`src/rtl/uart_frame_rx.sv`:
```
// 8/N/1 UART receiver with a frame parser: 0x55, four little-endian payload
// bytes, 0xAA. Each good frame yields one 32-bit word with a one-cycle valid.
module uart_frame_rx #(
    parameter int CLK_FREQ     = 25000000,
    parameter int BAUD         = 115200,
    parameter int TIMEOUT_BITS = 32
) (
    input  logic        clk,
    input  logic        rst,
    input  logic        ftdi_txd,
    output logic [31:0] data,
    output logic        valid,
    output logic        err
);
    localparam int CLKS_PER_BIT = CLK_FREQ / BAUD;
    localparam int CW           = (CLKS_PER_BIT > 2) ? $clog2(CLKS_PER_BIT) : 1;
    localparam int TO_LIMIT     = TIMEOUT_BITS * CLKS_PER_BIT;
    localparam int TW           = $clog2(TO_LIMIT + 1);

    localparam logic [CW-1:0] HALF_LOAD = CW'(CLKS_PER_BIT / 2 - 1);
    localparam logic [CW-1:0] FULL_LOAD = CW'(CLKS_PER_BIT - 1);
    localparam logic [TW-1:0] TO_MAX    = TW'(TO_LIMIT);

    typedef enum logic [2:0] {
        RX_IDLE,
        RX_START,
        RX_DATA,
        RX_STOP,
        RX_RECOVER
    } rx_state_t;

    typedef enum logic [2:0] {
        FR_HUNT,
        FR_B0,
        FR_B1,
        FR_B2,
        FR_B3,
        FR_TAIL
    } fr_state_t;

    typedef struct packed {
        rx_state_t rx;
        fr_state_t fr;
    } dbg_t;

    logic            rx_meta;
    logic            rxs;
    rx_state_t       rx_state;
    logic [CW-1:0]   bit_cnt;
    logic [2:0]      bit_idx;
    logic [7:0]      rx_byte;
    logic            byte_stb;
    logic            byte_err;
    fr_state_t       fr_state;
    logic [31:0]     shift;
    logic [TW-1:0]   to_cnt;
    dbg_t            dbg;

    // Combined state view for external checkers; both FSMs decode through it.
    assign dbg = '{rx: rx_state, fr: fr_state};

    always_ff @(posedge clk) begin
        if (rst) begin
            rx_meta <= 1'b1;
            rxs     <= 1'b1;
        end else begin
            rx_meta <= ftdi_txd;
            rxs     <= rx_meta;
        end
    end

    always_ff @(posedge clk) begin
        if (rst) begin
            rx_state <= RX_IDLE;
            bit_cnt  <= '0;
            bit_idx  <= 3'd0;
            rx_byte  <= 8'h00;
            byte_stb <= 1'b0;
            byte_err <= 1'b0;
        end else begin
            byte_stb <= 1'b0;
            byte_err <= 1'b0;
            case (dbg.rx)
                RX_IDLE: begin
                    if (!rxs) begin
                        bit_cnt  <= HALF_LOAD;
                        rx_state <= RX_START;
                    end
                end
                RX_START: begin
                    if (bit_cnt != '0) begin
                        bit_cnt <= bit_cnt - 1'b1;
                    end else if (rxs) begin
                        rx_state <= RX_IDLE;
                    end else begin
                        bit_cnt  <= FULL_LOAD;
                        bit_idx  <= 3'd0;
                        rx_state <= RX_DATA;
                    end
                end
                RX_DATA: begin
                    if (bit_cnt != '0) begin
                        bit_cnt <= bit_cnt - 1'b1;
                    end else begin
                        rx_byte <= {rxs, rx_byte[7:1]};
                        bit_cnt <= FULL_LOAD;
                        if (bit_idx == 3'd7) begin
                            rx_state <= RX_STOP;
                        end else begin
                            bit_idx <= bit_idx + 3'd1;
                        end
                    end
                end
                RX_STOP: begin
                    if (bit_cnt != '0) begin
                        bit_cnt <= bit_cnt - 1'b1;
                    end else if (rxs) begin
                        byte_stb <= 1'b1;
                        rx_state <= RX_IDLE;
                    end else begin
                        byte_err <= 1'b1;
                        rx_state <= RX_RECOVER;
                    end
                end
                RX_RECOVER: begin
                    if (rxs) begin
                        rx_state <= RX_IDLE;
                    end
                end
                default: rx_state <= RX_IDLE;
            endcase
        end
    end

    // Byte events outrank the timeout; the counter restarts on every good byte.
    always_ff @(posedge clk) begin
        if (rst) begin
            fr_state <= FR_HUNT;
            shift    <= 32'h0;
            data     <= 32'h0;
            valid    <= 1'b0;
            err      <= 1'b0;
            to_cnt   <= '0;
        end else begin
            valid <= 1'b0;
            err   <= 1'b0;
            if (byte_err) begin
                err      <= 1'b1;
                fr_state <= FR_HUNT;
                to_cnt   <= '0;
            end else if (byte_stb) begin
                to_cnt <= '0;
                case (dbg.fr)
                    FR_HUNT: begin
                        if (rx_byte == 8'h55) begin
                            fr_state <= FR_B0;
                        end
                    end
                    FR_B0: begin
                        shift[7:0] <= rx_byte;
                        fr_state   <= FR_B1;
                    end
                    FR_B1: begin
                        shift[15:8] <= rx_byte;
                        fr_state    <= FR_B2;
                    end
                    FR_B2: begin
                        shift[23:16] <= rx_byte;
                        fr_state     <= FR_B3;
                    end
                    FR_B3: begin
                        shift[31:24] <= rx_byte;
                        fr_state     <= FR_TAIL;
                    end
                    FR_TAIL: begin
                        if (rx_byte == 8'hAA) begin
                            data  <= shift;
                            valid <= 1'b1;
                        end else begin
                            err <= 1'b1;
                        end
                        fr_state <= FR_HUNT;
                    end
                    default: fr_state <= FR_HUNT;
                endcase
            end else if (dbg.fr == FR_HUNT) begin
                to_cnt <= '0;
            end else if (to_cnt == TO_MAX) begin
                err      <= 1'b1;
                fr_state <= FR_HUNT;
                to_cnt   <= '0;
            end else begin
                to_cnt <= to_cnt + 1'b1;
            end
        end
    end
endmodule

```
`config.mk`:
```
export PLATFORM = sky130hd
export DESIGN_NAME = uart_frame_rx
export DESIGN_NICKNAME = d
export VERILOG_FILES = /design/src/rtl/uart_frame_rx.sv
export SDC_FILE = /design/constraint.sdc
export NUM_CORES = 1
export LEC_CHECK = 0
export CAP_MARGIN = 20
export CORE_MARGIN = 3
export CORE_UTILIZATION = 62
export CTS_CLUSTER_SIZE = 10
export DETAILED_ROUTE_END_ITERATION = 12
export GPL_ROUTABILITY_DRIVEN = 0
export PLACE_DENSITY = 0.88
export SLEW_MARGIN = 20
export SYNTH_ARGS = -nofsm -noshare
export SYNTH_HDL_FRONTEND = slang
export SYNTH_SLANG_ARGS = --single-unit
export TNS_END_PERCENT = 10
```
`constraint.sdc`:
```
create_clock -name clk -period 4.9 [get_ports clk]
set_input_delay 1.225 -clock clk [delete_from_list [all_inputs] [get_ports clk]]
set_output_delay 1.225 -clock clk [all_outputs]
set_load 0.05 [all_outputs]
```
==> tab_implementation.tex <==
\begin{tabular}{lr}
\hline
Metric & Value \\
\hline
\multicolumn{2}{l}{\textbf{Finish}} \\
\quad Summed area of non-filler cells in the final layout & 5080 sq um \\
\quad Final standard cell count with taps included and fillers excluded & 586 \\
\quad Area overhead of the layout relative to synthesis & 12.5\% \\
\quad Antenna cells & 0 \\
\quad Total Nets Final & between 400 and 500 \\
\quad Layout cell share with drive strength beyond 1 & 0.0714 \\
\quad Fill cell total of the finished layout & 515 \\
\multicolumn{2}{l}{\textbf{Synth}} \\
\quad Async S/R FF share, synth & 0 \\
\quad Post-synth EDFFs & 0 \\
\quad Library cell occupying the most area in the post-synthesis netlist & sky130\_fd\_sc\_hd\_\_dfxtp\_1 \\
\quad Leading cell types by count after synthesis & sky130\_fd\_sc\_hd\_\_dfxtp\_1, sky130\_fd\_sc\_hd\_\_nor2\_1, sky130\_fd\_sc\_hd\_\_mux2i\_1 \\
\quad Share of the yosys chip area belonging to registers & 0.479 \\
\quad Most area-consuming cells after synthesis & sky130\_fd\_sc\_hd\_\_dfxtp\_1, sky130\_fd\_sc\_hd\_\_mux2i\_1, sky130\_fd\_sc\_hd\_\_nor2\_1, sky130\_fd\_sc\_hd\_\_ha\_1, sky130\_fd\_sc\_hd\_\_a21oi\_1 \\
\quad Post-synthesis instance total & 461 \\
\quad Mapped Nets & 470 \\
\quad Synth top area share & 0.479 \\
\quad Warning count from the yosys run & 0 \\
\quad Library cell with the highest instance count after synthesis & sky130\_fd\_sc\_hd\_\_dfxtp\_1 \\
\quad Post-synthesis register bit count & 108 \\
\quad Per-instance average area after synthesis & 9.79 sq um \\
\quad Combined area of all synthesized cells & about 4500 sq um \\
\quad Unique cell type count in the Yosys netlist & between 60 and 70 \\
\quad Primary FF master, synth & sky130\_fd\_sc\_hd\_\_dfxtp\_1 \\
\multicolumn{2}{l}{\textbf{Clock network}} \\
\quad Clk\_lat worst skew & 0.37 ns \\
\quad Maximum level of the CTS H-tree & 3 \\
\quad Number of buffers inserted by post-CTS setup repair & 0 \\
\quad Clock transition at the registers of the reported paths & 0.11 ns \\
\quad TritonCTS clock tree & built \\
\quad Max Buffers Root-to-Sink & 2 \\
\quad Cell chosen for the clock root & sky130\_fd\_sc\_hd\_\_clkbuf\_8 \\
\quad Cts-stage hold buffer count & 0 \\
\quad Post\_cts resized & 0 \\
\quad Number of CTS-inserted buffers & 9 \\
\quad Clock net sink count & 108 \\
\multicolumn{2}{l}{\textbf{Detailed routing}} \\
\quad DR vias & 3394 \\
\quad Post-detailed-route wirelength per cell & 14.7 microns \\
\quad Number of iterations in the first detailed-routing pass & 4 \\
\quad Total routed wirelength & 8.64 mm \\
\quad Number of design rule violations left after detail routing & 0 \\
\quad Initial detailed-routing violation count & 133 \\
\quad Detail Route Antenna Nets & 0 \\
\quad Average via count per standard cell & 5.79 \\
\multicolumn{2}{l}{\textbf{Run}} \\
\quad Count of max-cap constraint violations & 0 \\
\multicolumn{2}{l}{\textbf{Floorplanning}} \\
\quad Number of core rows & 30 \\
\quad Die Span Y & 91.3 microns \\
\quad Effective utilization at floorplan & 0.653 \\
\quad I/O Pins & 37 \\
\quad Core region area & 6910 sq um \\
\quad Area of the die & $\sim$8300 sq um \\
\quad Overall die width & 91.3 microns \\
\multicolumn{2}{l}{\textbf{Placed design}} \\
\quad Port Buffer Count & 36 \\
\quad DP Area & 4890 sq um \\
\quad Placed cell count & 570 \\
\quad Detail Placement HPWL & 5.78 mm \\
\multicolumn{2}{l}{\textbf{Pwr}} \\
\quad Internal power of the cells & approximately 1100 uW \\
\quad PwrDens & 298 nW/um\^{}2 \\
\quad Maximum VDD drop & 0.000200 V \\
\quad Part of the total power dissipated in combinational logic & 0.073 \\
\quad Clk network pwr share & 0.335 \\
\quad Switching part of the total & 0.260 \\
\quad Leakage Power & 0.00228 uW \\
\quad Total net switching power & slightly below 400 uW \\
\quad Sequential cell fraction of total power & 0.592 \\
\multicolumn{2}{l}{\textbf{STA}} \\
\quad Headroom to the max-slew limit & 0.314 \\
\quad Max Clock Freq & 360 MHz \\
\quad Final critical-path required period & between 2 and 3 ns \\
\quad Total of endpoints with negative setup slack in the final report & 0 \\
\quad Worst hold margin & 0.422 ns \\
\quad Post-route clock skew & approximately 0.0069 ns \\
\quad Transition time at the pin with the least slew margin & roughly 1 ns \\
\quad Post-route clock period utilization & 0.566 \\
\quad Pins over their slew limit & 0 \\
\quad Final number of hold-violating endpoints & 0 \\
\quad Unrepaired setup endpoints after global routing & false \\
\quad Setup tns final & 0 ns \\
\multicolumn{2}{l}{\textbf{Setup path}} \\
\quad Data arrival time of the worst path & about 1.6 ns \\
\quad Slowest library cell on the worst path & sky130\_fd\_sc\_hd\_\_clkdlybuf4s50\_1 \\
\quad Sort of element at the end of the critical path & output port \\
\quad Number of buffer and inverter stages on the critical path & 1 \\
\quad Slowest Stage Delay on Critical Path & 0.81 ns \\
\quad Type of the worst setup path & reg2out \\
\quad Maximum fanout along the worst path & 2 \\
\quad Cells traversed along the worst timing path & clkdlybuf4s50\_1 \\
\quad CP top delay family & buffers and inverters \\
\quad Required arrival time at the worst endpoint & 3.67 ns \\
\quad Type of element launching the critical path & flop \\
\multicolumn{2}{l}{\textbf{GRT}} \\
\quad Total overflow reported by the global router & 0 \\
\quad Antenna violations before repair & 0 \\
\quad Number of global-route vias before repair & 3239 \\
\quad Largest net degree at the start of global routing & 70 \\
\quad Global-route usage over all layers & 0.213 \\
\quad Wire length of the first global-routing pass & about 15 mm \\
\multicolumn{2}{l}{\textbf{Min path}} \\
\quad Class of the most critical hold timing path & reg2reg \\
\multicolumn{2}{l}{\textbf{Run status}} \\
\quad Outcome & complete, no violations \\
\hline
\end{tabular}
==> metrics by stage <==
step	setup WS [ns]	utilization	total power, uW
2_1_floorplan	2.68	-	1010
3_3_place_gp	2.46	0.708	1020
3_5_place_dp	2.41	0.708	1020
4_1_cts	2.11	0.735	1520
5_1_grt	2.05	0.735	1570
6_report	2.13	0.735	1510
==> state kept, by name, summed over array words and instances, names as in the netlist <==
register	flops
data	32
shift	32
to_cnt	13
bit_cnt	8
rx_byte	8
bit_idx	3
fr_state	3
rx_state	3
byte_err	1
byte_stb	1
err	1
rx_meta	1
rxs	1
valid	1
==> path summary, 6_finish.rpt <==
check	slack (ns)	from	endpoint	cells after the start
worst min-delay path	0.42	rx_meta$_SDFF_PP1_	rxs$_SDFF_PP1_	1
worst min register to register	0.42	rx_meta$_SDFF_PP1_	rxs$_SDFF_PP1_	1
worst max register to register	2.60	byte_stb$_SDFF_PP0_	data[27]$_SDFFE_PP0P_	5
worst max-delay path	2.13	data[22]$_SDFFE_PP0P_	data[22]	1
==> power groups by stage <==
| stage | logic [uW] | clock network (uW) | registers [uW] |
|---|---|---|---|
| after global routing | 119 | 549 | 900 |
| final | 110 | 507 | 898 |
| after global placement | 103 | 0 | 917 |
| after detailed placement | 107 | 0 | 918 |
| after CTS | 108 | 516 | 897 |
| after floorplan | 93.5 | 0 | 914 |
==> cell families (layout without fill, tap and decap cells) <==
family | Yosys count | after routing | synth area share
buffers and inverters | 35 | 64 | 0.0327
XOR/XNOR | 12 | 12 | 0.0233
flip-flops | 108 | 108 | 0.479
adder cells (fa/ha/maj) | 6 | 6 | 0.0166
multiplexers | 73 | 73 | 0.162
AO/OA/AOI/OAI | 48 | 48 | 0.0815
AND/OR/NAND/NOR | 179 | 179 | 0.205
==> routing by layer <==
metal | track usage | vias to the layer above | part of all wire
met5 | 0 | - | 0
met2 | 0.358 | 77 | 0.48
met4 | 0.0653 | 0 | 0.012
li1 | - | 1666 | -
met1 | 0.271 | 1640 | 0.46
met3 | 0.0505 | 11 | 0.042
==> layout make-up <==
type | count | area (sq um) | area share
clock buffer | 9 | 124 | 0.0244
inverter | 10 | 37.5 | 0.00739
tap | 96 | 120 | 0.0237
multi-input combinational | 318 | 2200 | 0.434
clock inverter | 7 | 61.3 | 0.0121
timing repair buffer | 38 | 370 | 0.0729
sequential | 108 | 2160 | 0.426
==> placed cells by master, fill, tap and decap left out, types with 2 or more instances in the layout <==
cell type | synthesis | layout
sky130_fd_sc_hd__a2111oi_1 | 3 | 3
sky130_fd_sc_hd__a211oi_1 | 4 | 4
sky130_fd_sc_hd__a21oi_1 | 11 | 11
sky130_fd_sc_hd__a221oi_1 | 2 | 2
sky130_fd_sc_hd__a31oi_1 | 4 | 4
sky130_fd_sc_hd__a41oi_1 | 2 | 2
sky130_fd_sc_hd__and2_1 | 3 | 3
sky130_fd_sc_hd__and3_1 | 5 | 5
sky130_fd_sc_hd__and4b_1 | 2 | 2
sky130_fd_sc_hd__buf_4 | 1 | 2
sky130_fd_sc_hd__clkbuf_8 | 0 | 9
sky130_fd_sc_hd__clkdlybuf4s50_1 | 0 | 35
sky130_fd_sc_hd__clkinv_4 | 0 | 3
sky130_fd_sc_hd__dfxtp_1 | 108 | 108
sky130_fd_sc_hd__ha_1 | 6 | 6
sky130_fd_sc_hd__inv_1 | 10 | 10
sky130_fd_sc_hd__inv_8 | 0 | 2
sky130_fd_sc_hd__mux2i_1 | 73 | 73
sky130_fd_sc_hd__nand2_1 | 14 | 14
sky130_fd_sc_hd__nand3_1 | 7 | 7
sky130_fd_sc_hd__nand3b_1 | 4 | 4
sky130_fd_sc_hd__nand4_1 | 6 | 6
sky130_fd_sc_hd__nand4_2 | 2 | 2
sky130_fd_sc_hd__nand4b_1 | 2 | 2
sky130_fd_sc_hd__nor2_1 | 98 | 98
sky130_fd_sc_hd__nor2_2 | 2 | 2
sky130_fd_sc_hd__nor2b_1 | 2 | 2
sky130_fd_sc_hd__nor3_1 | 7 | 7
sky130_fd_sc_hd__nor3b_1 | 4 | 4
sky130_fd_sc_hd__nor4_1 | 2 | 2
sky130_fd_sc_hd__nor4bb_1 | 2 | 2
sky130_fd_sc_hd__o21ai_1 | 4 | 4
sky130_fd_sc_hd__o221a_1 | 2 | 2
sky130_fd_sc_hd__or2_2 | 2 | 2
sky130_fd_sc_hd__or3_1 | 2 | 2
sky130_fd_sc_hd__xnor2_1 | 6 | 6
sky130_fd_sc_hd__xor2_1 | 6 | 6
Power figures use the tool's default switching activity.
